## src/rtl/pipeline_step_controller_pkg.sv

```systemverilog
// Shared definitions for the pipeline step controller: debug-host command
// opcodes, FSM state encodings and the clogb2 width helper.
package pipeline_step_controller_pkg;

   localparam logic [2:0] CMD_NOP    = 3'b000;
   localparam logic [2:0] CMD_RUN    = 3'b001;
   localparam logic [2:0] CMD_STEP   = 3'b010;
   localparam logic [2:0] CMD_STOP   = 3'b011;
   localparam logic [2:0] CMD_CLEAR  = 3'b100;
   localparam logic [2:0] CMD_SET_BP = 3'b101;

   typedef enum logic [2:0] {
      ST_IDLE   = 3'd0,
      ST_RUN    = 3'd1,
      ST_STEP   = 3'd2,
      ST_DRAIN  = 3'd3,
      ST_HALTED = 3'd4
   } state_t;

   // Bits needed to hold the values 0 .. value-1 (never less than 1).
   function automatic int clogb2(input int value);
      int r;
      int v;
      r = 0;
      v = value - 1;
      while (v > 0) begin
         r = r + 1;
         v = v >> 1;
      end
      if (r < 1) r = 1;
      return r;
   endfunction

endpackage

```

## src/rtl/pipeline_step_controller_cycle_counter.sv

```systemverilog
// pipeline_cycle_counter: counts enabled pipeline cycles for the debug unit.
// Saturates at all-ones; a synchronous clear has priority over counting.
module pipeline_cycle_counter #(
   parameter int CANT_BITS_CICLOS = 32
) (
   input  logic                        i_clock,
   input  logic                        i_soft_reset,
   input  logic                        i_enable,
   input  logic                        i_clear,
   output logic [CANT_BITS_CICLOS-1:0] o_count
);

   logic [CANT_BITS_CICLOS-1:0] r_count;

   // Count enabled edges, hold at all-ones instead of wrapping.
   always_ff @(posedge i_clock or posedge i_soft_reset) begin
      if (i_soft_reset) begin
         r_count <= '0;
      end else if (i_clear) begin
         r_count <= '0;
      end else if (i_enable && (r_count != '1)) begin
         r_count <= r_count + 1'b1;
      end
   end

   assign o_count = r_count;

endmodule

```

## src/rtl/pipeline_step_controller.sv

```systemverilog
// pipeline_step_controller: drives the shared pipeline enable from debug-host
// commands (RUN / STEP / STOP / CLEAR / SET_BP), drains the pipeline after a
// HALT reaches ID and counts enabled cycles.
// Optional breakpoint support is compiled in with the BREAKPOINT_EN macro.
//
// Command handshake: a command is consumed on a rising edge where both
// i_cmd_valid and o_cmd_ready are high; the host holds i_cmd/i_cmd_data
// stable while valid is high and ready is low. o_cmd_ready depends only on
// the state register.
module pipeline_step_controller
   import pipeline_step_controller_pkg::*;
#(
   parameter int CANT_BITS_ADDR   = 11,
   parameter int CANT_BITS_CICLOS = 32,
   parameter int DRAIN_CYCLES     = 3,
   parameter int CANT_BITS_CMD    = 3
) (
   input  logic                        i_clock,
   input  logic                        i_soft_reset,
   input  logic                        i_cmd_valid,
   input  logic [CANT_BITS_CMD-1:0]    i_cmd,
   input  logic [CANT_BITS_ADDR-1:0]   i_cmd_data,
   output logic                        o_cmd_ready,
   input  logic                        i_halt_detected,
   input  logic [CANT_BITS_ADDR-1:0]   i_pc,
   output logic                        o_enable_pipeline,
   output logic [CANT_BITS_CICLOS-1:0] o_cycle_count,
   output logic                        o_busy,
   output logic                        o_halted,
   output logic                        o_bp_hit,
   output logic                        o_led
);

   localparam int DRAIN_W = clogb2(DRAIN_CYCLES + 1);

   state_t             r_state;
   state_t             w_state_next;
   logic [DRAIN_W-1:0] r_drain_cnt;
   logic [DRAIN_W-1:0] w_drain_next;
   logic               w_cnt_clear;
   logic               w_enable;
   logic               w_take;
   logic               w_take_run;
   logic               w_take_step;
   logic               w_take_stop;
   logic               w_take_clear;
   logic               w_bp_match;

   assign w_take       = i_cmd_valid && o_cmd_ready;
   assign w_take_run   = w_take && (i_cmd == CANT_BITS_CMD'(CMD_RUN));
   assign w_take_step  = w_take && (i_cmd == CANT_BITS_CMD'(CMD_STEP));
   assign w_take_stop  = w_take && (i_cmd == CANT_BITS_CMD'(CMD_STOP));
   assign w_take_clear = w_take && (i_cmd == CANT_BITS_CMD'(CMD_CLEAR));

   // State and drain counter registers.
   always_ff @(posedge i_clock or posedge i_soft_reset) begin
      if (i_soft_reset) begin
         r_state     <= ST_IDLE;
         r_drain_cnt <= '0;
      end else begin
         r_state     <= w_state_next;
         r_drain_cnt <= w_drain_next;
      end
   end

   // Next-state logic; a HALT seen in RUN or STEP wins over everything else.
   always_comb begin
      w_state_next = r_state;
      w_drain_next = r_drain_cnt;
      w_cnt_clear  = 1'b0;
      case (r_state)
         ST_IDLE: begin
            if (w_take_run) begin
               w_state_next = ST_RUN;
            end else if (w_take_step) begin
               w_state_next = ST_STEP;
            end else if (w_take_clear) begin
               w_cnt_clear = 1'b1;
            end
         end
         ST_RUN, ST_STEP: begin
            if (i_halt_detected) begin
               if (DRAIN_CYCLES == 0) begin
                  w_state_next = ST_HALTED;
               end else begin
                  w_state_next = ST_DRAIN;
                  w_drain_next = DRAIN_W'(DRAIN_CYCLES);
               end
            end else if (r_state == ST_STEP) begin
               w_state_next = ST_IDLE;
            end else if (w_take_stop || w_bp_match) begin
               w_state_next = ST_IDLE;
            end
         end
         ST_DRAIN: begin
            if (r_drain_cnt <= DRAIN_W'(1)) begin
               w_state_next = ST_HALTED;
               w_drain_next = '0;
            end else begin
               w_drain_next = r_drain_cnt - DRAIN_W'(1);
            end
         end
         ST_HALTED: begin
            if (w_take_clear) begin
               w_state_next = ST_IDLE;
               w_cnt_clear  = 1'b1;
            end
         end
         default: begin
            w_state_next = ST_IDLE;
         end
      endcase
   end

   // Moore outputs decoded from the state register only.
   assign w_enable          = (r_state == ST_RUN) || (r_state == ST_STEP) || (r_state == ST_DRAIN);
   assign o_enable_pipeline = w_enable;
   assign o_busy            = w_enable;
   assign o_cmd_ready       = (r_state == ST_IDLE) || (r_state == ST_RUN) || (r_state == ST_HALTED);
   assign o_halted          = (r_state == ST_HALTED);
   assign o_led             = o_halted;

   pipeline_cycle_counter #(
      .CANT_BITS_CICLOS (CANT_BITS_CICLOS)
   ) u_cycle_counter (
      .i_clock      (i_clock),
      .i_soft_reset (i_soft_reset),
      .i_enable     (w_enable),
      .i_clear      (w_cnt_clear),
      .o_count      (o_cycle_count)
   );

`ifdef BREAKPOINT_EN
   logic [CANT_BITS_ADDR-1:0] r_bp_addr;
   logic                      r_bp_valid;
   logic                      r_bp_hit;
   logic                      w_take_setbp;

   assign w_take_setbp = w_take && (i_cmd == CANT_BITS_CMD'(CMD_SET_BP));
   assign w_bp_match   = (r_state == ST_RUN) && r_bp_valid && (i_pc == r_bp_addr) && !i_halt_detected;

   // Breakpoint address load and sticky hit flag; a new hit beats a clear.
   always_ff @(posedge i_clock or posedge i_soft_reset) begin
      if (i_soft_reset) begin
         r_bp_addr  <= '0;
         r_bp_valid <= 1'b0;
         r_bp_hit   <= 1'b0;
      end else begin
         if (w_take_setbp && ((r_state == ST_IDLE) || (r_state == ST_HALTED))) begin
            r_bp_addr  <= i_cmd_data;
            r_bp_valid <= 1'b1;
         end
         if (w_bp_match) begin
            r_bp_hit <= 1'b1;
         end else if (w_take_run || w_take_step || w_take_clear) begin
            r_bp_hit <= 1'b0;
         end
      end
   end

   assign o_bp_hit = r_bp_hit;
`else
   logic w_unused_bp;

   assign w_bp_match  = 1'b0;
   assign o_bp_hit    = 1'b0;
   assign w_unused_bp = ^{i_pc, i_cmd_data};
`endif

endmodule

```

## config.mk

```make
export PLATFORM = sky130hd
export DESIGN_NAME = pipeline_step_controller
export DESIGN_NICKNAME = d
export VERILOG_FILES = /design/src/rtl/pipeline_step_controller_pkg.sv /design/src/rtl/pipeline_step_controller_cycle_counter.sv /design/src/rtl/pipeline_step_controller.sv
export SDC_FILE = /design/constraint.sdc
export NUM_CORES = 1
export LEC_CHECK = 0
export CAP_MARGIN = 20
export CORE_MARGIN = 5
export CORE_UTILIZATION = 46
export CTS_CLUSTER_SIZE = 16
export DETAILED_ROUTE_END_ITERATION = 8
export PLACE_DENSITY = 0.8
export SYNTH_ARGS = -nofsm -noshare
export SYNTH_HDL_FRONTEND = slang
export SYNTH_HIERARCHICAL = 1
export SYNTH_SLANG_ARGS = --single-unit
```

## constraint.sdc

```tcl
create_clock -name i_clock -period 2.91 [get_ports i_clock]
set_clock_uncertainty 0.1 [all_clocks]
set_input_delay 0.582 -clock i_clock [delete_from_list [all_inputs] [get_ports i_clock]]
set_output_delay 0.582 -clock i_clock [all_outputs]
set_load 0.005 [all_outputs]
```

==> run summary, run 1 <==
leading cell type in the layout, fill and taps excluded = clkdlybuf4s50_1
io pins = 67
RR Endpoint = u_cycle_counter/o_count[27]$_DFFE_PP0P_
Clk Latency, worst-skew pair = 0.30 ns
Min-Delay Path Class = in -> async
Max Slew Vio Count = 0
routed vias = 1955
WP data arrival = 2.78 ns
Max Cap Violations = 0
crit path kind = reg -> reg
Port Buf Inserts = 43
final wirelength = 4895 µm
Synth Register Bits = 37
met1 usage = 20.35%
period utilization = 91.33%
Final HPWL DP = 3430 µm
Adder-Cell Fraction of Synth Area = 0.5977%
final worst path period need = 2.658 ns
via/cell ratio = 6.071
r2r startpoint = r_state[1]$_DFFE_PP0P_
Critical Path Sink Type = flop
final core utilization = 61.47%
GRT Max-Usage Layer = met2
Non-Filler Instances = 322
H-tree levels = 2
share of cells above drive strength 1 = 8.148%
Slew @ Worst Pin = 0.7567 ns
endpoints failing setup = 0
leading cell types in the layout, fill and taps excluded = clkdlybuf4s50_1 (43), dfrtp_1 (37), a21oi_1 (31)
worst-path maximum fanout = 15
Max-slew headroom = 49.09%
fillers = 385
DR WL/cell = 15.20 µm
post-CTS setup repair buffer count = 0
Setup TNS = 0 ns
post_cts resized = 0
Nets = 299
TritonCTS buffer count = 5
Post-Syn Area = 0.002093 mm²
CTS tree = done
Area Overhead vs Synth = 28.75%
All-Layer GR Usage = 16.87%
xor/xnor share of the synthesized area = 1.255%
root buf cell = clkbuf_8
Seq/Total Area, Yosys = 44.23%
CP Launch Type = flop
placed instance count = 314
DRC = 0
Ys Warns = 6
flop2flop setup slack = 0.25 ns
first-pass GRT wire length = 8314 µm
initial drt markers = 115
Data required, critical path = 3.03 ns
Syn Area/Cell = 9.345 µm²
WP buf/inv = 1
initial core utilization = 47.75%
RSZ-0062 raised after global routing = no
pin count of the biggest net entering global routing = 33
post-route ant nets = 0
diodes inserted = 0
die area = 0.005999 mm²
die height = 77.46 µm
Synth Area in Compound Gates = 22.30%
worst-path cell chain = o21ba_2 > nand4_1 > nor3_1 > o311ai_1 > buf_4 > or4_1 > a21oi_1
status = finished, final reports clean
Syn Inst Count = 224
dpl ws = 0.3571 ns
vias in the first global route = 1854
maximum single-stage delay on the critical path = 0.54 ns
clock sinks = 37
CTS hold repair buffers = 0
Max IR drop VDD = 0.6078 mV
multiplexer share of the synthesized area = 1.435%
Net Count, Synth = 254
Peak Freq = 376.3 MHz
main combinational cell family by area after synthesis = simple AND/OR/NAND/NOR gates
R2R depth = 7
Max Buffers Root-to-Sink = 2
total core area = 0.004384 mm²
GPL Wtd Cong = 0.7918
GRT overflow = 0
number of cell rows = 24
simple-gate share of the synthesized area = 24.93%
Final WS setup = 0.2524 ns
die span in x = 77.46 µm
Pre-Repair DR Iteration Count = 4
leakage power = 1.023 nW
slowest CP cell = dfrtp_1
M3 GR Usage = 5.324%
PwrDens = 1022 mW/mm²
grt met2 use = 28.37%
post-synthesis cell type count = 43
Worst-path clk slew = 0.07 ns
Hold Violations, Final = 0
antenna violations before repair = 0
crit-path leading delay family = simple AND/OR/NAND/NOR gates
worst register-to-register path: cells and delay by family, from the launching register on:
family / cells / cell delay, ns
compound gates: 3 / 0.60
buf+inv: 1 / 0.20
flops: 1 / 0.54
simple gates: 3 / 1.14
worst max-delay path by stage:
stage	start	end	slack [ns]	cells past startpoint
2_1_floorplan	u_cycle_counter/o_count[0]$_DFFE_PP0P_	u_cycle_counter/o_count[20]$_DFFE_PP0P_	0.60	7
3_3_place_gp	r_state[1]$_DFFE_PP0P_	u_cycle_counter/o_count[27]$_DFFE_PP0P_	0.40	7
3_5_place_dp	r_state[1]$_DFFE_PP0P_	u_cycle_counter/o_count[27]$_DFFE_PP0P_	0.36	7
4_1_cts	r_state[1]$_DFFE_PP0P_	u_cycle_counter/o_count[27]$_DFFE_PP0P_	0.28	7
5_1_grt	r_state[1]$_DFFE_PP0P_	u_cycle_counter/o_count[27]$_DFFE_PP0P_	0.01	7
6_report	r_state[1]$_DFFE_PP0P_	u_cycle_counter/o_count[27]$_DFFE_PP0P_	0.25	7
synth_stat cells (all sizes together):
library cell,count,area (µm²)
a21oi,31,155.2
or3,13,86.33
dfrtp,37,925.9
a21boi,1,11.26
o211a,1,10.01
and2,1,6.260
nor4,3,18.77
nor2,9,33.78
or4,15,116.4
o21ai,13,65.06
nand2,12,45.04
clkbuf,4,15.01
o41ai,2,25.03
o21ba,2,20.02
and3,3,18.77
nor3b,1,12.51
o311ai,2,17.52
nand4,7,50.05
conb,1,3.750
nand3,12,60.06
a31oi,1,6.260
o31a,3,26.28
nor4bb,1,10.01
mux2i,3,30.03
and4,4,35.03
nand3b,1,7.510
inv,9,33.78
xnor2,2,17.52
a32o,1,10.01
ha,1,12.51
xor2,1,8.760
o21a,1,7.510
o31ai,15,112.6
nor3,3,15.01
buf,7,57.55
nor2b,1,6.260
layer usage:
layer	share of wire [%]	wire [µm]
met4	1.5	73
met3	6.0	295
met5	0	0
met1	43	2104
met2	49	2421
layout make-up:
type	instances	area [µm²]	share of cell area, %
Inverter	9	33.78	1.253
Tap cell	52	65.06	2.414
Timing Repair Buffer	49	488.0	18.11
Multi-Input combinational cell	167	1066	39.55
Clock inverter	1	30.03	1.114
Clock buffer	7	86.33	3.203
Sequential cell	37	925.9	34.35
stage by stage:
stage | total power (W) | hold slack, ns | area, µm²
6_report | 0.002755 | 0.4301 | 2695
5_1_grt | 0.002981 | 0.4486 | 2695
4_1_cts | 0.002786 | 0.4263 | 2695
3_5_place_dp | 0.002313 | 0.4337 | 2579
3_3_place_gp | 0.002254 | 0.4205 | 2579
2_1_floorplan | 0.001638 | 0.2605 | 2093
power by group:
part           internal (W)  total [W]  switching (W)  leakage [nW]
Combinational      0.000711    0.00119       0.000479         0.514
Clock              0.000279   0.000460       0.000181        0.0585
Sequential         0.000765    0.00110       0.000340         0.451
logic make-up after synthesis:
group,after synthesis
other cells,1
xor+xnor,3
compound gates,73
fa+ha+maj,1
mux,3
buf+inv,20
simple gates,86
flops,37
state kept, by name, indices dropped and copies added, names as in the netlist:
signal,flops
r_state,3
r_drain_cnt,2
u_cycle_counter/o_count,32
Note: power is estimated with default switching activity, not from simulation.
==> inputs of run 2 (changes only) <==
--- a/config.mk
+++ b/config.mk
@@ -6,7 +6,7 @@
 export NUM_CORES = 1
 export LEC_CHECK = 0
 export CAP_MARGIN = 20
-export CORE_MARGIN = 5
+export CORE_MARGIN = 2
 export CORE_UTILIZATION = 46
 export CTS_CLUSTER_SIZE = 16
 export DETAILED_ROUTE_END_ITERATION = 8
==> run 2 against run 1 <==
Compared with the run above: fmax is 8.5% higher; non-clock buffer count is 1 higher; largest power group unchanged; die area decreased by 15%; clock power grew 2%; critical endpoint unchanged; cell count is 0.31% higher; clock-buffer cell count is 1 lower; cell area up 0.42%.
==> run summary, run 2 (synthesis results as in run 1) <==
GPL Wtd Cong = 0.7793 (-1.6%)
DR WL/cell = 14.63 µm (-3.8%)
Critical Path Sink Type = flop
first-pass GRT wire length = 7955 µm (-4.3%)
worst-path cell chain = o21ba_2 > nand4_1 > nor3_1 > o311ai_1 > buf_4 > or4_1 > a21oi_1
R2R depth = 7 (unchanged)
leading cell type in the layout, fill and taps excluded = clkdlybuf4s50_1
CTS hold repair buffers = 0 (unchanged)
status = finished, final reports clean
final core utilization = 62.16% (+0.68 points)
leakage power = 1.026 nW (+0.31%)
met1 usage = 23.84% (+3.5 points)
Area Overhead vs Synth = 29.29%
Max Cap Violations = 0 (unchanged)
CP Launch Type = flop
Pre-Repair DR Iteration Count = 4 (unchanged)
diodes inserted = 0 (unchanged)
slowest CP cell = dfrtp_1
Non-Filler Instances = 323 (+0.31%)
number of cell rows = 24 (unchanged)
root buf cell = clkbuf_8
GRT Max-Usage Layer = met2
period utilization = 84.14% (-7.2 points)
Data required, critical path = 3.03 ns (about the same)
Hold Violations, Final = 0 (unchanged)
Min-Delay Path Class = in -> async
clock share of power = 17.1% (+0.4 points)
maximum single-stage delay on the critical path = 0.55 ns (about the same)
post-CTS setup repair buffer count = 0 (unchanged)
crit path kind = reg -> reg
Max Slew Vio Count = 0 (unchanged)
P_sw = 0.0009968 W (-0.32%)
Clk Latency, worst-skew pair = 0.29 ns (about the same)
WP buf/inv = 1 (unchanged)
initial core utilization = 48.07% (+0.33 points)
RSZ-0062 raised after global routing = no
CTS tree = done
Int Power = 0.001759 W (+0.19%)
PwrDens = 1018 mW/mm² (-0.41%)
r2r startpoint = r_state[1]$_DFFE_PP0P_
die span in x = 71.46 µm (-7.7%)
Max Buffers Root-to-Sink = 2 (unchanged)
GRT overflow = 0 (unchanged)
share of power burned in registers = 39.9% (-0.2 points)
clock sinks = 37 (unchanged)
via/cell ratio = 6.012 (-0.97%)
Slew @ Worst Pin = 0.7989 ns (+0.04221 ns)
pin count of the biggest net entering global routing = 33 (unchanged)
Setup TNS = 0 ns (unchanged)
initial drt markers = 127 (+10%)
Worst-path clk slew = 0.08 ns (about the same)
Nets = 300 (+0.33%)
Final HPWL DP = 3237 µm (-5.6%)
WHS = 0.4236 ns (-0.006485 ns)
post_cts resized = 0 (unchanged)
endpoints failing setup = 0 (unchanged)
switching part of the total = 36.18% (-0.12 points)
Max IR drop VDD = 0.4376 mV (-28%)
grt met2 use = 33.44% (+5.1 points)
vias in the first global route = 1814 (-2.2%)
io pins = 67 (unchanged)
Max-slew headroom = 46.28% (-2.8 points)
DRC = 0 (unchanged)
die area = 0.005106 mm² (-15%)
H-tree levels = 2 (unchanged)
leading cell types in the layout, fill and taps excluded = clkdlybuf4s50_1 (43), dfrtp_1 (37), a21oi_1 (31)
routed vias = 1942 (-0.66%)
share of cells above drive strength 1 = 8.856% (+0.71 points)
total core area = 0.004354 mm² (-0.68%)
All-Layer GR Usage = 19.21% (+2.3 points)
TritonCTS buffer count = 5 (unchanged)
M3 GR Usage = 4.079% (-1.2 points)
PnR Total Power = 0.002755 W (about the same)
placed instance count = 315 (+0.32%)
worst-path maximum fanout = 15 (unchanged)
final worst path period need = 2.449 ns (-0.2091 ns)
WP data arrival = 2.57 ns (-0.21 ns)
die height = 71.46 µm (-7.7%)
antenna violations before repair = 0 (unchanged)
Port Buf Inserts = 43 (unchanged)
flop2flop setup slack = 0.46 ns (+0.21 ns)
final wirelength = 4725 µm (-3.5%)
post-route ant nets = 0 (unchanged)
RR Endpoint = u_cycle_counter/o_count[27]$_DFFE_PP0P_
Peak Freq = 408.4 MHz (+8.5%)
Logic pwr share = 43.0% (-0.2 points)
max FFs per register = 32 (unchanged)
crit-path leading delay family = simple AND/OR/NAND/NOR gates
## run 2: routing by layer
metal,up-vias,wire [µm]
met5,-,0
met4,0,42
met2,45,2366
met1,938,2092
li1,954,-
met3,5,223
## run 2: worst max-delay path by stage
stage	depth (start not counted)	endpoint	startpoint	slack (ns)
2_1_floorplan	7	u_cycle_counter/o_count[20]$_DFFE_PP0P_	u_cycle_counter/o_count[0]$_DFFE_PP0P_	0.60
3_3_place_gp	7	u_cycle_counter/o_count[27]$_DFFE_PP0P_	r_state[1]$_DFFE_PP0P_	0.50
3_5_place_dp	7	u_cycle_counter/o_count[27]$_DFFE_PP0P_	r_state[1]$_DFFE_PP0P_	0.47
4_1_cts	7	u_cycle_counter/o_count[27]$_DFFE_PP0P_	r_state[1]$_DFFE_PP0P_	0.46
5_1_grt	5	u_cycle_counter/o_count[10]$_DFFE_PP0P_	u_cycle_counter/o_count[25]$_DFFE_PP0P_	0.30
6_report	7	u_cycle_counter/o_count[27]$_DFFE_PP0P_	r_state[1]$_DFFE_PP0P_	0.46
## run 2: metrics by stage
stage                     worst slack, ns  instance area, µm²
final                              0.4615                2706
after floorplan                    0.5986                2093
after global routing               0.3028                2706
after CTS                          0.4610                2706
after detailed placement           0.4710                2586
after global placement             0.5032                2586
## run 2: power groups by stage
stage / clock, W / sequential [W] / combinational, W
floorplan: 0 / 0.00105 / 0.000589
CTS: 0.000475 / 0.00110 / 0.00120
detailed placement: 0 / 0.00111 / 0.00119
global placement: 0 / 0.00110 / 0.00115
finish: 0.000471 / 0.00110 / 0.00118
global route: 0.000493 / 0.00116 / 0.00131
## run 2: final cells by class
type / count / area, µm²
fillers: 379 / 1648
inverters: 9 / 33.78
flip-flops and latches: 37 / 925.9
clock inverters: 2 / 37.54
repair buffers: 50 / 495.5
clock buffers: 6 / 82.58
multi-input cells: 167 / 1066
well taps: 52 / 65.06
==> inputs of run 3 (changes only) <==
--- a/config.mk
+++ b/config.mk
@@ -7,10 +7,10 @@
 export LEC_CHECK = 0
 export CAP_MARGIN = 20
 export CORE_MARGIN = 2
-export CORE_UTILIZATION = 46
+export CORE_UTILIZATION = 42
 export CTS_CLUSTER_SIZE = 16
 export DETAILED_ROUTE_END_ITERATION = 8
-export PLACE_DENSITY = 0.8
+export PLACE_DENSITY = 0.77
 export SYNTH_ARGS = -nofsm -noshare
 export SYNTH_HDL_FRONTEND = slang
 export SYNTH_HIERARCHICAL = 1
==> constraint.sdc (replaced) <==
create_clock -name i_clock -period 2.05 [get_ports i_clock]
set_clock_uncertainty 0.1 [all_clocks]
set_input_delay 0.41 -clock i_clock [delete_from_list [all_inputs] [get_ports i_clock]]
set_output_delay 0.41 -clock i_clock [all_outputs]
set_load 0.005 [all_outputs]
==> run 3 against run 2 <==
Compared with the run above: the run now ends with setup timing left; global-route usage is 1.7 points higher; register-to-register slack worse by 0.64 ns; flip-flop and latch count did not move; via count up 16%; clock power rose by 6.2%; cell count increased by 22%; first-iteration DRC count up 24%; critical path depth down 1; sequential share of layout area is 6.1 points lower; total power increased by 63%; setup slack lost 0.64 ns; critical path type unchanged; critical endpoint is now u_cycle_counter/o_count[28]$_DFFE_PP0P_; largest cell class unchanged.
==> run summary, run 3 (synthesis results as in run 1) <==
status = finished, violations left
failing checks = setup timing
WHS = 0.2400 ns (-0.1836 ns)
r2r startpoint = u_cycle_counter/o_count[0]$_DFFE_PP0P_
Hold Violations, Final = 0 (unchanged)
initial core utilization = 44.03% (-4.0 points)
Final WS setup = -0.1786 ns (-0.6401 ns)
initial drt markers = 157 (+24%)
Max Slew Vio Count = 0 (unchanged)
All-Layer GR Usage = 20.90% (+1.7 points)
PwrDens = 1360 mW/mm² (+34%)
total core area = 0.004755 mm² (+9.2%)
Port Buf Inserts = 43 (unchanged)
routed vias = 2258 (+16%)
pin count of the biggest net entering global routing = 33 (unchanged)
R2R depth = 6 (-1)
io pins = 67 (unchanged)
root buf cell = clkbuf_8
leakage power = 1.362 nW (+33%)
CTS tree = done
Data required, critical path = 2.17 ns (-0.86 ns)
Clk Latency, worst-skew pair = 0.29 ns (about the same)
CTS hold repair buffers = 0 (unchanged)
antenna violations before repair = 0 (unchanged)
Final HPWL DP = 3884 µm (+20%)
Max IR drop VDD = 0.8226 mV (+88%)
maximum single-stage delay on the critical path = 0.49 ns (-0.06 ns)
crit-path most repeated cell = or4_4
Worst-path clk slew = 0.08 ns (about the same)
Max Buffers Root-to-Sink = 2 (unchanged)
flop2flop setup slack = -0.18 ns (-0.64 ns)
DRC = 0 (unchanged)
DR WL/cell = 15.15 µm (+3.5%)
placed inst area = 0.002982 mm² (+15%)
H-tree levels = 2 (unchanged)
WP data arrival = 2.35 ns (-0.22 ns)
GRT overflow = 0 (unchanged)
Peak Freq = 448.7 MHz (+9.9%)
diodes inserted = 0 (unchanged)
die span in x = 74.60 µm (+4.4%)
RSZ-0062 raised after global routing = yes
Max Cap Violations = 0 (unchanged)
WP buf/inv = 0 (-1)
post-route ant nets = 0 (unchanged)
CP Launch Type = flop
number of cell rows = 25 (+4.2%)
crit-path leading delay family = simple AND/OR/NAND/NOR gates
worst-path cell chain = ha_2 > nand2_2 > or4_4 > or3_4 > or4_4 > a21oi_2
max FFs per register = 32 (unchanged)
endpoints failing setup = 21 (+21)
Min-Delay Path Class = in -> async
clock sinks = 37 (unchanged)
first-pass GRT wire length = 9045 µm (+14%)
worst-path maximum fanout = 5 (-10)
GPL Wtd Cong = 0.8672 (+11%)
crit path kind = reg -> reg
via/cell ratio = 5.746 (-4.4%)
die height = 74.60 µm (+4.4%)
Pre-Repair DR Iteration Count = 4 (unchanged)
period utilization = 108.7% (+25 points)
share of cells above drive strength 1 = 33.13% (+24 points)
vias in the first global route = 2060 (+14%)
TritonCTS buffer count = 5 (unchanged)
RR Endpoint = u_cycle_counter/o_count[28]$_DFFE_PP0P_
final wirelength = 5953 µm (+26%)
final worst path period need = 2.229 ns (-0.2199 ns)
leading cell types in the layout, fill and taps excluded = buf_4 (56), clkdlybuf4s50_1 (38), dfrtp_1 (37)
leading cell type in the layout, fill and taps excluded = buf_4
fin area = 0.003292 mm² (+22%)
die area = 0.005564 mm² (+9.0%)
slowest CP cell = or4_4
Nets = 355 (+18%)
Area Overhead vs Synth = 57.26%
Critical Path Sink Type = flop
[run 3: cell types whose count changed in the layout (fill, tap and decap cells not counted), moves of 3 or more]
cell,before,now
clkdlybuf4s50_1,43,38
or4_4,1,8
a21oi_1,31,22
a21oi_2,0,9
buf_4,6,56
dlygate4sd2_1,0,4
or4_1,14,7
or3_4,1,4
buf_6,0,4
[run 3: worst register-to-register path, delay by kind of cell, from the launching register on]
kind,cells,cell delay [ns]
compound gates,1,0.13
fa+ha+maj,1,0.19
flops,1,0.36
simple gates,4,1.37
[run 3: what timing repair did]
item / CTS / global route
pin swaps: 3 / 6
buffers inserted: 3 / 2
resized for setup: 8 / 38
setup endpoints to repair: 27 / 30
cloned: 1 / 1
[run 3: worst max-delay path by stage]
stage / from / endpoint / slack (ns) / cells after the start
after detailed placement: u_cycle_counter/o_count[0]$_DFFE_PP0P_ / u_cycle_counter/o_count[26]$_DFFE_PP0P_ / -0.16 / 6
after CTS: u_cycle_counter/o_count[0]$_DFFE_PP0P_ / u_cycle_counter/o_count[26]$_DFFE_PP0P_ / -0.15 / 6
final: u_cycle_counter/o_count[0]$_DFFE_PP0P_ / u_cycle_counter/o_count[28]$_DFFE_PP0P_ / -0.18 / 6
after global placement: u_cycle_counter/o_count[0]$_DFFE_PP0P_ / u_cycle_counter/o_count[26]$_DFFE_PP0P_ / -0.13 / 6
after global routing: u_cycle_counter/o_count[0]$_DFFE_PP0P_ / u_cycle_counter/o_count[28]$_DFFE_PP0P_ / -0.23 / 6
after floorplan: u_cycle_counter/o_count[0]$_DFFE_PP0P_ / u_cycle_counter/o_count[20]$_DFFE_PP0P_ / -0.25 / 7
[run 3: final cells by class]
cell class / instances / area (µm²)
multi-input cells: 168 / 1252
clock buffers: 6 / 72.57
inverters: 9 / 33.78
clock inverters: 2 / 10.01
repair buffers: 104 / 913.4
fillers: 373 / 1463
well taps: 67 / 83.83
flip-flops and latches: 37 / 925.9
[run 3: stage by stage]
stage | setup TNS [ns] | utilization [%] | std cells | setup slack [ns] | total power [W]
final | -1.590 | 69.24 | 393 | -0.1786 | 0.004479
after global placement | -0.6770 | 62.71 | 378 | -0.1281 | 0.003724
after CTS | -1.289 | 65.55 | 390 | -0.1486 | 0.004354
after floorplan | -2.681 | - | 224 | -0.2525 | 0.002357
after global routing | -3.557 | 69.24 | 393 | -0.2308 | 0.004810
after detailed placement | -1.124 | 62.71 | 378 | -0.1598 | 0.003816
[run 3: power breakdown]
group | leakage (nW) | internal, W | switching [W] | total, W
Clock | 0.0450 | 0.000236 | 0.000264 | 0.000500
Combinational | 0.866 | 0.00150 | 0.00116 | 0.00266
Sequential | 0.451 | 0.00108 | 0.000234 | 0.00132
[run 3: metal layers]
| layer | vias to the layer above | track usage [%] | share of wire [%] |
|---|---|---|---|
| li1 | 1070 | - | - |
| met1 | 1121 | 26.29 | 42 |
| met2 | 61 | 36.68 | 53 |
| met3 | 6 | 4.607 | 4.3 |
| met4 | 0 | 4.960 | 0.89 |
| met5 | - | 0 | 0 |
